==> src/rtl/uart_tx_fifo.sv <==
// UART transmitter: 8N1 framing fed by a small byte FIFO so a producer can queue
// several bytes ahead of the serial shifter. Back-to-back frames run with no idle gap.
module uart_tx_fifo #(
    parameter int CLKS_PER_BIT = 5208,
    parameter int FIFO_DEPTH   = 4
) (
    input  logic       clk,
    input  logic       rst,
    input  logic [7:0] tx_data,
    input  logic       tx_valid,
    output logic       tx_ready,
    output logic       tx,
    output logic       busy
);

    localparam int                PTR_W       = $clog2(FIFO_DEPTH);
    localparam int                CNT_W       = PTR_W + 1;
    localparam logic [15:0]       BAUD_RELOAD = 16'(CLKS_PER_BIT - 1);
    localparam logic [CNT_W-1:0]  FULL_CNT    = CNT_W'(FIFO_DEPTH);

    typedef enum logic [1:0] {
        IDLE,
        START,
        DATA,
        STOP
    } state_e;

    logic [7:0]       mem_q [FIFO_DEPTH];
    logic [PTR_W-1:0] wr_ptr_q, wr_ptr_d;
    logic [PTR_W-1:0] rd_ptr_q, rd_ptr_d;
    logic [CNT_W-1:0] cnt_q, cnt_d;

    state_e           state_q, state_d;
    logic [7:0]       shift_q, shift_d;
    logic [2:0]       bit_idx_q, bit_idx_d;
    logic [15:0]      baud_q, baud_d;
    logic             tx_q, tx_d;

    logic             fifo_full;
    logic             fifo_empty;
    logic             push;
    logic             pop;
    logic             baud_done;

    assign fifo_full  = (cnt_q == FULL_CNT);
    assign fifo_empty = (cnt_q == '0);
    assign tx_ready   = !rst && !fifo_full;
    assign push       = tx_valid && tx_ready;
    assign baud_done  = (baud_q == '0);

    assign tx   = tx_q;
    assign busy = (state_q != IDLE) || !fifo_empty;

    // NOTE: every variable gets a default before the case so no path leaves one
    // unassigned; otherwise synthesis infers a latch to hold the old value.
    always_comb begin
        state_d   = state_q;
        shift_d   = shift_q;
        bit_idx_d = bit_idx_q;
        baud_d    = baud_q;
        pop       = 1'b0;

        unique case (state_q)
            IDLE: begin
                if (!fifo_empty) begin
                    pop     = 1'b1;
                    shift_d = mem_q[rd_ptr_q];
                    baud_d  = BAUD_RELOAD;
                    state_d = START;
                end
            end
            START: begin
                if (baud_done) begin
                    baud_d    = BAUD_RELOAD;
                    bit_idx_d = 3'd0;
                    state_d   = DATA;
                end else begin
                    baud_d = baud_q - 16'd1;
                end
            end
            DATA: begin
                if (baud_done) begin
                    baud_d = BAUD_RELOAD;
                    if (bit_idx_q == 3'd7) begin
                        state_d = STOP;
                    end else begin
                        shift_d   = {1'b0, shift_q[7:1]};
                        bit_idx_d = bit_idx_q + 3'd1;
                    end
                end else begin
                    baud_d = baud_q - 16'd1;
                end
            end
            STOP: begin
                if (baud_done) begin
                    // Chain straight into the next start bit when more bytes are waiting.
                    if (!fifo_empty) begin
                        pop     = 1'b1;
                        shift_d = mem_q[rd_ptr_q];
                        baud_d  = BAUD_RELOAD;
                        state_d = START;
                    end else begin
                        state_d = IDLE;
                    end
                end else begin
                    baud_d = baud_q - 16'd1;
                end
            end
            default: state_d = IDLE;
        endcase

        // tx is decoded from the next state so the line itself comes straight off a flop.
        unique case (state_d)
            START:   tx_d = 1'b0;
            DATA:    tx_d = shift_d[0];
            default: tx_d = 1'b1;
        endcase
    end

    always_comb begin
        wr_ptr_d = push ? wr_ptr_q + 1'b1 : wr_ptr_q;
        rd_ptr_d = pop  ? rd_ptr_q + 1'b1 : rd_ptr_q;
        unique case ({push, pop})
            2'b10:   cnt_d = cnt_q + 1'b1;
            2'b01:   cnt_d = cnt_q - 1'b1;
            default: cnt_d = cnt_q;
        endcase
    end

    // NOTE: state updates use non-blocking assignments so every flop samples the
    // pre-edge values regardless of statement order.
    always_ff @(posedge clk) begin
        if (rst) begin
            state_q   <= IDLE;
            shift_q   <= '0;
            bit_idx_q <= '0;
            baud_q    <= '0;
            tx_q      <= 1'b1;
            wr_ptr_q  <= '0;
            rd_ptr_q  <= '0;
            cnt_q     <= '0;
        end else begin
            state_q   <= state_d;
            shift_q   <= shift_d;
            bit_idx_q <= bit_idx_d;
            baud_q    <= baud_d;
            tx_q      <= tx_d;
            wr_ptr_q  <= wr_ptr_d;
            rd_ptr_q  <= rd_ptr_d;
            cnt_q     <= cnt_d;
        end
    end

    // NOTE: the storage array is deliberately not reset; cnt_q guards every read,
    // and leaving it out of reset lets it map onto plain RAM/register-file cells.
    always_ff @(posedge clk) begin
        if (push) begin
            mem_q[wr_ptr_q] <= tx_data;
        end
    end

endmodule

==> config.mk <==
export PLATFORM = sky130hd
export DESIGN_NAME = uart_tx_fifo
export DESIGN_NICKNAME = d
export VERILOG_FILES = /design/src/rtl/uart_tx_fifo.sv
export SDC_FILE = /design/constraint.sdc
export NUM_CORES = 1
export LEC_CHECK = 0
export BUFFER_PORTS_ARGS = -buffer_cell sky130_fd_sc_hd__buf_4
export CORE_ASPECT_RATIO = 1.2
export CORE_UTILIZATION = 64
export CTS_BUF_LIST = sky130_fd_sc_hd__clkbuf_8
export CTS_CLUSTER_DIAMETER = 100
export DETAILED_ROUTE_END_ITERATION = 10
export GPL_ROUTABILITY_DRIVEN = 0
export PLACE_DENSITY = 0.87
export SKIP_LAST_GASP = 1
export SLEW_MARGIN = 20
export SYNTH_ARGS = -nofsm -noshare
export SYNTH_HDL_FRONTEND = slang
export SYNTH_SLANG_ARGS = --single-unit
==> constraint.sdc <==
create_clock -name clk -period 3.4 [get_ports clk]
set_clock_uncertainty 0.1 [all_clocks]
set_input_delay 0.17 -clock clk [delete_from_list [all_inputs] [get_ports clk]]
set_output_delay 0.17 -clock clk [all_outputs]
set_load 0.02 [all_outputs]
== Word-level counts from Yosys, hierarchy flattened ==
Memories as Yosys holds them, arrays and structs flattened. A register that Yosys moved wholly into a read port is not among the register bits.
Cells that the tools add are included.
Widths: inputs -> output; s select.
Word-level totals
  bits in registers: 37
  bits in writable memories: 32
  bits of input ports: 11
  word-level logic and storage cells: 74
  memories: 1
Operators by class
  $add $sub $neg: 6
  eq/ne operators: 13
  mux-type cells: 29
  reduce and logical (&&, ||, !) cells: 16
Memory list
  mem_q: words 4, width 8, rd ports 1, clocked after memory_dff 1, write ports 1, line 28  | logic [7:0] mem_q [FIFO_DEPTH];
Operators with widths (number)
  $mux 16: 3
  $pmux 16 s3: 1
  $mux 8: 4
  $pmux 8 s3: 1
  $logic_not 16->1: 1
  $sub 16x1->16 const B: 1
  $mux 2: 7
  $pmux 3 s2: 2
  $mux 3: 3
  $eq 2x2->1 const B: 4
  $ne 2x2->1 const B: 4
  $pmux 2 s4: 1
  $reduce_and 4->1: 2
  $add 3x1->3 const B: 2
  $eq 2x1->1 const B: 3
  $eq 3x3->1 const B: 2
  $reduce_bool 2->1: 3
  $mux 1: 5
  $add 2x1->2 const B: 2
  $pmux 1 s2: 2
  $logic_not 1->1: 3
  $logic_not 3->1: 1
  $reduce_bool 3->1: 1
  $sub 3x1->3 const B: 1
  other kinds (4): 5

== Longest topological paths before layout ==
  depth in word-level cells: 6
  gate-level depth with buffers: 13
  depth with buffers taken out: 12

== Worst setup path before layout ==
OpenSTA, ideal clock, no wires.
  path kind: reg2reg
  start point: reg baud_q[0]
  end point: reg cnt_q[2]
  setup time: 71 ps
  data arrival time: 2705 ps
  slack: 524 ps
  cell stages (with the launch flop): 14
  path buffers: 1
  period minus slack after synthesis: 2876 ps
  path through: dfxtp_1 -> inv_1 -> ha_1 -> nor4b_1 -> and4_1 -> buf_6 -> a21oi_4 -> nor3_2 -> ha_1 -> inv_1 -> fa_1 -> xor2_1 -> or3_1 -> a21oi_1
On the way
  longest elaborated chain between the ends: 5
  elaborated cells on any way between the ends: 7
  those cells by class: 2 x eq/ne; 3 x mux; 2 x reduce/logical
Ends and longest elaborated chain
  start, declared: line 36  | logic [15:0] baud_q, baud_d;
  start signal, assigned: line 146  | baud_q <= baud_d;
  $logic_not 16->1 (*): line 49  | assign baud_done = (baud_q == '0);
  $mux 1 (*): line 95  | if (baud_done) begin
  $pmux 1 s2 (*): line 63  | unique case (state_q)
  net pop: line 42  | logic pop;
  $eq 2x1->1 / $eq 2x2->1 (equally long branches): line 123  | unique case ({push, pop})
  $pmux 3 s2 / $reduce_bool 2->1 (equally long branches)
  end signal, assigned: line 150  | cnt_q <= cnt_d;
  end, declared: line 31  | logic [CNT_W-1:0] cnt_q, cnt_d;
The timed path passes the listed nets; every way through them passes the cells marked *.
A chain may end at the register's enable or synchronous reset.

== Worst setup path in the final report ==
Same ends and word-level chain as after synthesis.

==> run_results.csv <==
group,metric,value,unit
cts,post_cts.repair.setup_buffers,0,
global_route,grt_antenna_before_repair,0,
route,drc_errors,0,
synthesis,synthFlopType,"dfxtp_1",
synthesis,synth_area_leaders,"edfxtp_1, dfxtp_1, ha_1",
power_and_ir_drop,ir_worst_vdd,0.000643,V
route,drt_iter0_drc,163,
timing,worst_slew_pin_slew,0.833,ns
synthesis,postSynth.asyncResetShare,0,%
power_and_ir_drop,p_total,3.22,mW
cts,cts_buffers,9,
critical_path,critPathCaptureType,"register",
final_layout,fin_nets,371,
critical_path,crit_chain,"inv_1, ha_1, nor4b_2, and4_1, a21oi_4, nor3_2, ha_1, inv_1, fa_1, xor2_1, or3_1, a21oi_1",
critical_path,cpLargestDelayFamily,"simple AND/OR/NAND/NOR gates",
synthesis,synth_edf_count,32,
power_and_ir_drop,power_density,832,nW/um^2
timing,slew_headroom,43.8,%
floorplan,start_util,66.4,%
route,drt-wirelength-per-cell,17.8,um
floorplan,die-area,5760,sq um
cts,cts_tree,"yes",
critical_path,slowest_stage,"fa_1",
critical_path,crit_arrival,3.27,ns
run,maxCapViolations,0,
synthesis,synth.cell_area,3500,sq um
synthesis,yosysTopAreaCellShare,27.5,%
timing,rsz0062_at_grt,"false",
hold_path,min_path_type,"input pin to register",
route,via_per_inst,6.33,
synthesis,synth_seq_area_share,49.8,%
global_route,grt_pass1_vias,2604,
timing,fin_crit_sh,91.0,%
power_and_ir_drop,p_leak,1.40,nW
synthesis,yosysWarningCount,0,
synthesis,syn-num-nets,352,
route,antenna_left,0,
cts,clockBufferDepth,2,
critical_path,critPathMaxFanout,10,
critical_path,worstPathRequired,3.58,ns
timing,hold_violations,0,
global_route,grt_pass1_wl,12200,um
route,routed-via-count,2602,
cts,insertion_delay,0.36,ns
critical_path,worst-path-buf-inv,2,
final_layout,nFillCells,354,
timing,fin_setup_tns,0,ns
final_layout,multi_input_area,1600,sq um
floorplan,std_cell_rows,29,
floorplan,die_x,69.5,um
timing,drv_slew,0,
cts,htree_levels,3,
power_and_ir_drop,seqPwrFrac,36.4,%
floorplan,core_region_area,5260,sq um
critical_path,worst_path_largest_cell_delay,0.38,ns
timing,worst_hold_slack,0.117,ns
timing,fmax,0.323,GHz
final_layout,areaGrowthSynthToFinish,10.8,%
route,routed_wl,7300,um
synthesis,yosysUniqueCellTypes,58,
synthesis,yosysTopAreaCell,"edfxtp_1",
floorplan,die_h,83.0,um
critical_path,crit_type,"register to register",
global_route,grt.total_usage,27.4,%
power_and_ir_drop,p_sw_share,40.6,%
synthesis,ys_ff_latch,71,
final_layout,n_antenna_cell,0,
outcome,outcome,"completed",
power_and_ir_drop,power.switching,1.31,mW
final_layout,drive_above_1_share,15.5,%
synthesis,avgSynthCellArea,10.8,sq um
route,drt_pass1_iterations,5,
cts,cts.sinks,71,
cts,cts_root_buf,"clkbuf_8",
global_route,grt-ovfl-total,0,
power_and_ir_drop,intPower,1.91,mW
cts,clkTransAtPathRegs,0.09,ns
floorplan,io_pins,14,
place,port_buffers,13,
synthesis,netlist_instances,325,
timing,fin_crit,3.09,ns
global_route,grt_max_degree,37,
power_and_ir_drop,pwr-share-clk,22.2,%
timing,setup_viol,0,
final_layout,regArea,1740,sq um
critical_path,worst_setup_path_start_kind,"register",
place,hpwlAfterDp,4550,um
power_and_ir_drop,p_comb_share,41.5,%
-- what timing repair did --
action                                  4_1_cts  5_1_grt
endpoints found under the hold margin        32        0
endpoints found under the setup margin        0        1
hold buffers                                  8        0
gates resized for setup                       0        1
-- cell families (layout without fill, tap and decap cells) --
family	count (synthesis)	count (layout)	share of synthesized area, %
adder cells (fa/ha/maj)	16	16	5.94
buffers and inverters	30	54	4.65
multiplexers	15	15	7.16
XOR/XNOR	8	8	2.00
AND/OR/NAND/NOR	114	114	17.7
flip-flops	71	71	49.8
AO/OA/AOI/OAI	71	71	12.7
-- placed cells by master, fill, tap and decap left out, types with 13 or more instances in the layout --
master    instances
nor2_1           37
nand2_1          21
nor3_1           14
o21ai_0          13
dfxtp_1          39
edfxtp_1         32
buf_4            16
a21oi_1          24
ha_1             15
inv_1            14
-- layer usage --
| metal | share of wire, % | track usage [%] | vias to the layer above |
|---|---|---|---|
| met4 | 2.8 | 15.8 | 0 |
| met5 | 0 | 0 | - |
| met2 | 51 | 46.4 | 89 |
| met3 | 4.8 | 6.07 | 24 |
| met1 | 41 | 31.9 | 1266 |
| li1 | - | - | 1223 |
-- cells in the mapped netlist (3+ instances only) --
library cell / number
dfxtp_1: 39
nor2_1: 37
edfxtp_1: 32
a21oi_1: 24
nand2_1: 21
ha_1: 15
inv_1: 14
nor3_1: 14
o21ai_0: 13
mux4_2: 8
mux2i_1: 7
o21ai_1: 7
a22o_1: 6
and3_1: 5
clkbuf_1: 5
nand4_1: 5
or3_1: 5
buf_2: 4
nand3_1: 4
xnor2_1: 4
xor2_1: 4
buf_6: 3
o211ai_1: 3
o22ai_1: 3
-- power groups by stage --
| stage | logic (mW) | clock network (mW) | registers, mW |
|---|---|---|---|
| 2_1_floorplan | 1.05 | 0 | 1.13 |
| 3_3_place_gp | 1.24 | 0 | 1.17 |
| 3_5_place_dp | 1.29 | 0 | 1.18 |
| 4_1_cts | 1.31 | 0.706 | 1.17 |
| 5_1_grt | 1.48 | 0.743 | 1.19 |
| 6_report | 1.34 | 0.715 | 1.17 |
-- through the flow --
stage / std cells / utilization (%) / cell area (sq um) / setup slack, ns
detailed placement: 387 / 68.1 / 3580 / 0.270
global placement: 387 / 68.1 / 3580 / 0.422
CTS: 411 / 73.5 / 3870 / 0.186
floorplan: 325 / - / 3500 / 0.524
finish: 411 / 73.6 / 3870 / 0.306
global route: 411 / 73.6 / 3870 / 0.109
-- flip-flops by register name, summed over array words and instances (netlist names), named ones only --
register	flops
mem_q	32
baud_q	16
shift_q	8
bit_idx_q	3
cnt_q	3
rd_ptr_q	2
state_q	2
wr_ptr_q	2
tx	1
-- final timing paths --
check          startpoint  slack [ns]  cells after the start      endpoint
min reg2reg  bit_idx_q[1]        0.37                      2  bit_idx_q[1]
max reg2reg     baud_q[0]        0.31                     12      cnt_q[2]
min                   rst        0.12                      2   rd_ptr_q[0]
max             baud_q[0]        0.31                     12      cnt_q[2]
-- final cells by class --
| class | instances | area share, % |
|---|---|---|
| clock buffer | 9 | 3.20 |
| clock inverter | 7 | 2.07 |
| inverter | 14 | 1.36 |
| multi-input combinational | 224 | 41.2 |
| sequential | 71 | 45.0 |
| tap | 62 | 2.00 |
| timing repair buffer | 24 | 5.17 |
No activity file was read; power rests on OpenSTA's default activity.
